$ cat src/rtl/bus_arbiter.sv
// bus_arbiter: round-robin arbiter sharing one generic bus slave between an instruction (i_) and a data (d_) requestor
// Ports:
//   CLK, RST                                  clock, synchronous active-high reset
//   i_/d_addr, ren, wen, wdata, byte_en       requestor command inputs (held until busy=0)
//   i_/d_rdata, busy, error                   requestor responses; busy=0 marks completion
//   m_addr, m_ren, m_wen, m_wdata, m_byte_en  command toward the slave (grantee's inputs, else 0)
//   m_rdata, m_busy, m_error                  slave response, routed only to the grantee
module bus_arbiter #(
    parameter int ADDR_W = 32,
    parameter int WORD_W = 32
) (
    input  logic                CLK,
    input  logic                RST,
    input  logic [ADDR_W-1:0]   i_addr,
    input  logic                i_ren,
    input  logic                i_wen,
    input  logic [WORD_W-1:0]   i_wdata,
    input  logic [WORD_W/8-1:0] i_byte_en,
    output logic [WORD_W-1:0]   i_rdata,
    output logic                i_busy,
    output logic                i_error,
    input  logic [ADDR_W-1:0]   d_addr,
    input  logic                d_ren,
    input  logic                d_wen,
    input  logic [WORD_W-1:0]   d_wdata,
    input  logic [WORD_W/8-1:0] d_byte_en,
    output logic [WORD_W-1:0]   d_rdata,
    output logic                d_busy,
    output logic                d_error,
    output logic [ADDR_W-1:0]   m_addr,
    output logic                m_ren,
    output logic                m_wen,
    output logic [WORD_W-1:0]   m_wdata,
    output logic [WORD_W/8-1:0] m_byte_en,
    input  logic [WORD_W-1:0]   m_rdata,
    input  logic                m_busy,
    input  logic                m_error
);
    typedef enum logic [1:0] {IDLE, SERVE_I, SERVE_D} state_t;
    state_t r_state, w_next;
    logic   r_last_d, w_next_last_d;
    logic   w_i_req, w_d_req, w_si, w_sd;
    assign w_i_req = i_ren | i_wen;
    assign w_d_req = d_ren | d_wen;
    // outputs are forced to their idle values while RST is high so an aborted transfer never completes
    assign w_si = (r_state == SERVE_I) & ~RST;
    assign w_sd = (r_state == SERVE_D) & ~RST;
    always_ff @(posedge CLK) begin
        if (RST) begin
            r_state  <= IDLE;
            r_last_d <= 1'b0;
        end else begin
            r_state  <= w_next;
            r_last_d <= w_next_last_d;
        end
    end
    always_comb begin
        w_next        = IDLE;
        w_next_last_d = r_last_d;
        case (r_state)
            IDLE: begin
                // on a tie, D wins unless it had the last grant
                w_next        = (w_d_req & (~w_i_req | ~r_last_d)) ? SERVE_D : w_i_req ? SERVE_I : IDLE;
                w_next_last_d = (w_next == IDLE) ? r_last_d : (w_next == SERVE_D);
            end
            SERVE_I: w_next = (w_i_req & m_busy) ? SERVE_I : IDLE;
            SERVE_D: w_next = (w_d_req & m_busy) ? SERVE_D : IDLE;
            default: w_next = IDLE;
        endcase
    end
    always_comb begin
        m_addr    = w_si ? i_addr    : w_sd ? d_addr    : '0;
        m_ren     = w_si ? i_ren     : w_sd ? d_ren     : 1'b0;
        m_wen     = w_si ? i_wen     : w_sd ? d_wen     : 1'b0;
        m_wdata   = w_si ? i_wdata   : w_sd ? d_wdata   : '0;
        m_byte_en = w_si ? i_byte_en : w_sd ? d_byte_en : '0;
        // a grantee that dropped its request gets no completion pulse
        i_busy    = w_si ? (~w_i_req | m_busy) : 1'b1;
        d_busy    = w_sd ? (~w_d_req | m_busy) : 1'b1;
        i_rdata   = w_si ? m_rdata : '0;
        d_rdata   = w_sd ? m_rdata : '0;
        i_error   = w_si & m_error;
        d_error   = w_sd & m_error;
    end
endmodule

$ cat config.mk
export PLATFORM = sky130hd
export DESIGN_NAME = bus_arbiter
export DESIGN_NICKNAME = d
export VERILOG_FILES = /design/src/rtl/bus_arbiter.sv
export SDC_FILE = /design/constraint.sdc
export NUM_CORES = 1
export LEC_CHECK = 0
export CAP_MARGIN = 20
export CORE_AREA = 10 10 115 117
export DETAILED_ROUTE_END_ITERATION = 6
export DIE_AREA = 0 0 125 127
export DONT_BUFFER_PORTS = 1
export PLACE_DENSITY_LB_ADDON = 0.1
export SLEW_MARGIN = 25
export SYNTH_ARGS = -nofsm -noshare
export SYNTH_HDL_FRONTEND = slang
export SYNTH_SLANG_ARGS = --single-unit
export TNS_END_PERCENT = 20
$ cat constraint.sdc
create_clock -name CLK -period 2.11 [get_ports CLK]
set_clock_uncertainty 0.15 [all_clocks]
set_input_delay 0.211 -clock CLK [delete_from_list [all_inputs] [get_ports CLK]]
set_output_delay 0.211 -clock CLK [all_outputs]
set_load 0.1 [all_outputs]
==> results by group <==
Worst setup path
  – CP peak stage delay: 410 ps
  – Setup crit start kind: flip-flop
  – Critical Path, Cell by Cell: inv_4, nor3_4, buf_12, a22o_1, buf_12
  – Most frequent CP cell: buf_12
  – Reg2Reg Setup Slack: 690 ps
  – Critical-path top delay cell: dfxtp_2
  – Crit Path Category: reg2out
  – Worst EP required: 1750 ps
  – Crit path capture type: output pin
  – Worst EP arrival: 1690 ps
  – Crit-path max FO: 71
  – Buf+Inv Stages, Crit Path: 3
  – CP delay by family, top: buffers and inverters

GRT
  – GRT Max-Usage Layer: met2
  – Met3 Resource Use GR: 8.85%
  – Global-route wire length before repair: 17.5 mm
  – Vias in the first global route: 2,359
  – Total Routing Usage GR: 14.1%
  – Initial antenna violation count: 2
  – Grt ovf: 0
  – Largest net degree at the start of global routing: 72
  – Routing usage on met2: 26.7%
  – GR Layer Usage met1: 13.1%

Floorplan
  – Core box area: 11,100 sq um
  – Die area: 15,900 sq um
  – Die X: 125 microns
  – Initial Util: 13.1%
  – Rows: 39
  – Die Y: 127 microns
  – Io pins: 314

Logic synthesis
  – Post-synth top cells: 38 x a22o_2, 33 x and2_1, 32 x a22o_1
  – Sequential-to-total area share from yosys stat: 4.13%
  – Ys flop type: dfxtp_1
  – Syn Inst Count: 183
  – Mapped cell area: 1450 sq um
  – Ys async rst share: 0%
  – Most frequent cell after synthesis: a22o_2
  – Mapped Avg Cell Area: 7.94 sq um
  – Synth warn: 0
  – Yosys reg bits: 3
  – Post-synth EDFFs: 0
  – Synth top area cells: a22o_2 26%, a22o_1 19%, and2_1 14%, and3_1 13%, buf_6 7.0%
  – Post-synth top area share: 26.2%
  – Syn_nets: 359
  – Synth cell types: 24
  – Cell taking the most area after synthesis: a22o_2

Route
  – Post-route ant nets: 0
  – Vias: 2,131
  – Vias per cell: 4.70
  – First-pass DRT Iterations: 6
  – Total Wirelength: 12.6 mm
  – DRC viols: 0
  – Drt wl/cell: 27.8 microns
  – 1st-iter DRT viols: 71

Layout
  – Area of the multi-input gates: 1220 sq um
  – Final Non-Filler Cells: 453
  – Area growth syn-to-layout: 206%
  – Fill cells: 1,046
  – Nets: 486
  – Register area: 62.6 sq um
  – Layout cells sized above 1: 66.3%

STA
  – Final min period: 2050 ps
  – Fin Hold WS: 33.0 ps
  – Setup Total Neg Slack: 0 ps
  – RSZ-0062 raised after global routing: true
  – FMAX: 487 MHz
  – Max-Slew Margin vs Limit: 78.8%
  – Max Slew Vio Count: 0
  – Final period util: 97.3%
  – Finish-stage setup viols: 0
  – Final Hold Viols: 0
  – Worst-Margin Slew: 319 ps

Clock network
  – CTS sink count: 3
  – Htree depth: 1
  – CTS max path bufs: 2
  – Clk_lat worst skew: 230 ps
  – CTS buffer count: 3
  – CTS tree: built
  – CTS root buf: clkbuf_16
  – Clock transition at the registers of the reported paths: 30 ps

Power and ir drop
  – Leakage: 0.00187 uW
  – Net Switching: 1440 uW
  – Switch share: 58.7%
  – Clock network fraction of design power: 12.4%
  – Pwr dens: 551 nW/um^2
  – Worst VDD drop: 0.000294 V
  – Flop pwr share: 3.2%
  – Comb pwr share: 84.4%
  – Pint: 1010 uW

Place
  – GPL Wtd Cong: 0.779
  – Placed Cells: 444
  – Port-buffer cells: 0
  – Placed wire-length estimate: 10.5 mm

Flow run
  – Max-cap violations: 0

Outcome
  – Status: complete, no violations

Hold path
  – HP Class: in2reg
## kinds of logic (layout without fill, tap and decap cells)
| kind of cell | after synthesis | in the layout | synth area share, % |
|---|---|---|---|
| other cells | 0 | 1 | 0 |
| simple gates | 80 | 80 | 35.1 |
| buf+inv | 26 | 152 | 13.6 |
| flops | 3 | 3 | 4.13 |
| compound gates | 74 | 74 | 47.2 |
## sequential cells by signal, summed over array words and instances (netlist names)
signal    count
r_state       2
r_last_d      1
## worst reg2reg max path: cells and delay by family (launching register included)
family,cells,cell delay [ps]
compound gates,2,410
buf+inv,1,300
flops,1,350
simple gates,1,110
## power by group through the flow
| stage | clock network [uW] | registers, uW | logic [uW] |
|---|---|---|---|
| 2_1_floorplan | 0 | 73.5 | 1340 |
| 3_3_place_gp | 0 | 77.1 | 2050 |
| 3_5_place_dp | 0 | 78.0 | 2060 |
| 4_1_cts | 307 | 78.3 | 2080 |
| 5_1_grt | 315 | 80.6 | 2110 |
| 6_report | 304 | 79.6 | 2070 |
## stage by stage
step	total power [uW]	instance area (sq um)	utilization (%)	setup WS, ps
after floorplan	1410	1460	-	-109
after global placement	2130	4290	38.5	234
after detailed placement	2140	4290	38.5	217
after CTS	2460	4430	39.8	82.8
after global routing	2500	4440	39.9	-11.0
final	2450	4450	40.0	57.7
## cell type report
cell class              count  share of cell area [%]
repair buffers            147                    65.1
multi-input cells         154                    27.5
well taps                 143                    4.02
clock buffers               4                    1.77
flip-flops and latches      3                    1.41
inverters                   1                   0.141
diodes                      1                  0.0563
## layer usage
metal	vias to the layer above	share of wire [%]	routed length, microns
met5	-	0.10	13
met4	2	0.21	27
met3	5	15	1910
met2	174	54	6810
met1	986	30	3820
li1	964	-	-
## placed cells by master (no fill, tap or decap)
master,count
nor3_1,1
dlygate4sd3_1,1
buf_4,4
nor4b_1,1
diode_2,1
o21ai_0,1
and3_1,30
and2_1,33
nor2_1,6
a21oi_1,1
bufbuf_16,1
dfxtp_1,1
nor2b_1,1
inv_4,1
o31ai_1,1
buf_12,141
a211oi_1,1
or4_2,1
nor3b_4,1
dfxtp_2,2
clkbuf_16,3
clkbuf_1,1
a22o_1,23
nor3_4,1
a22o_2,45
a22o_4,2
nand2_1,2
and3_2,3
## what timing repair did
item / in CTS / in global routing
hold endpoints to repair: 2 / 0
setup buffers: 2 / 0
endpoints found under the setup margin: 11 / 6
gates cloned: 1 / 0
gates resized for setup: 2 / 2
hold buffers: 1 / 0
## final timing paths
kind              startpoint      endpoint  cells past startpoint
hold reg to reg     r_last_d    r_state[1]                      1
setup reg to reg  r_state[0]    r_state[1]                      4
setup / recovery  r_state[1]  m_byte_en[2]                      5
hold / removal        m_busy    r_state[0]                      2
Power figures use the tool's default switching activity.
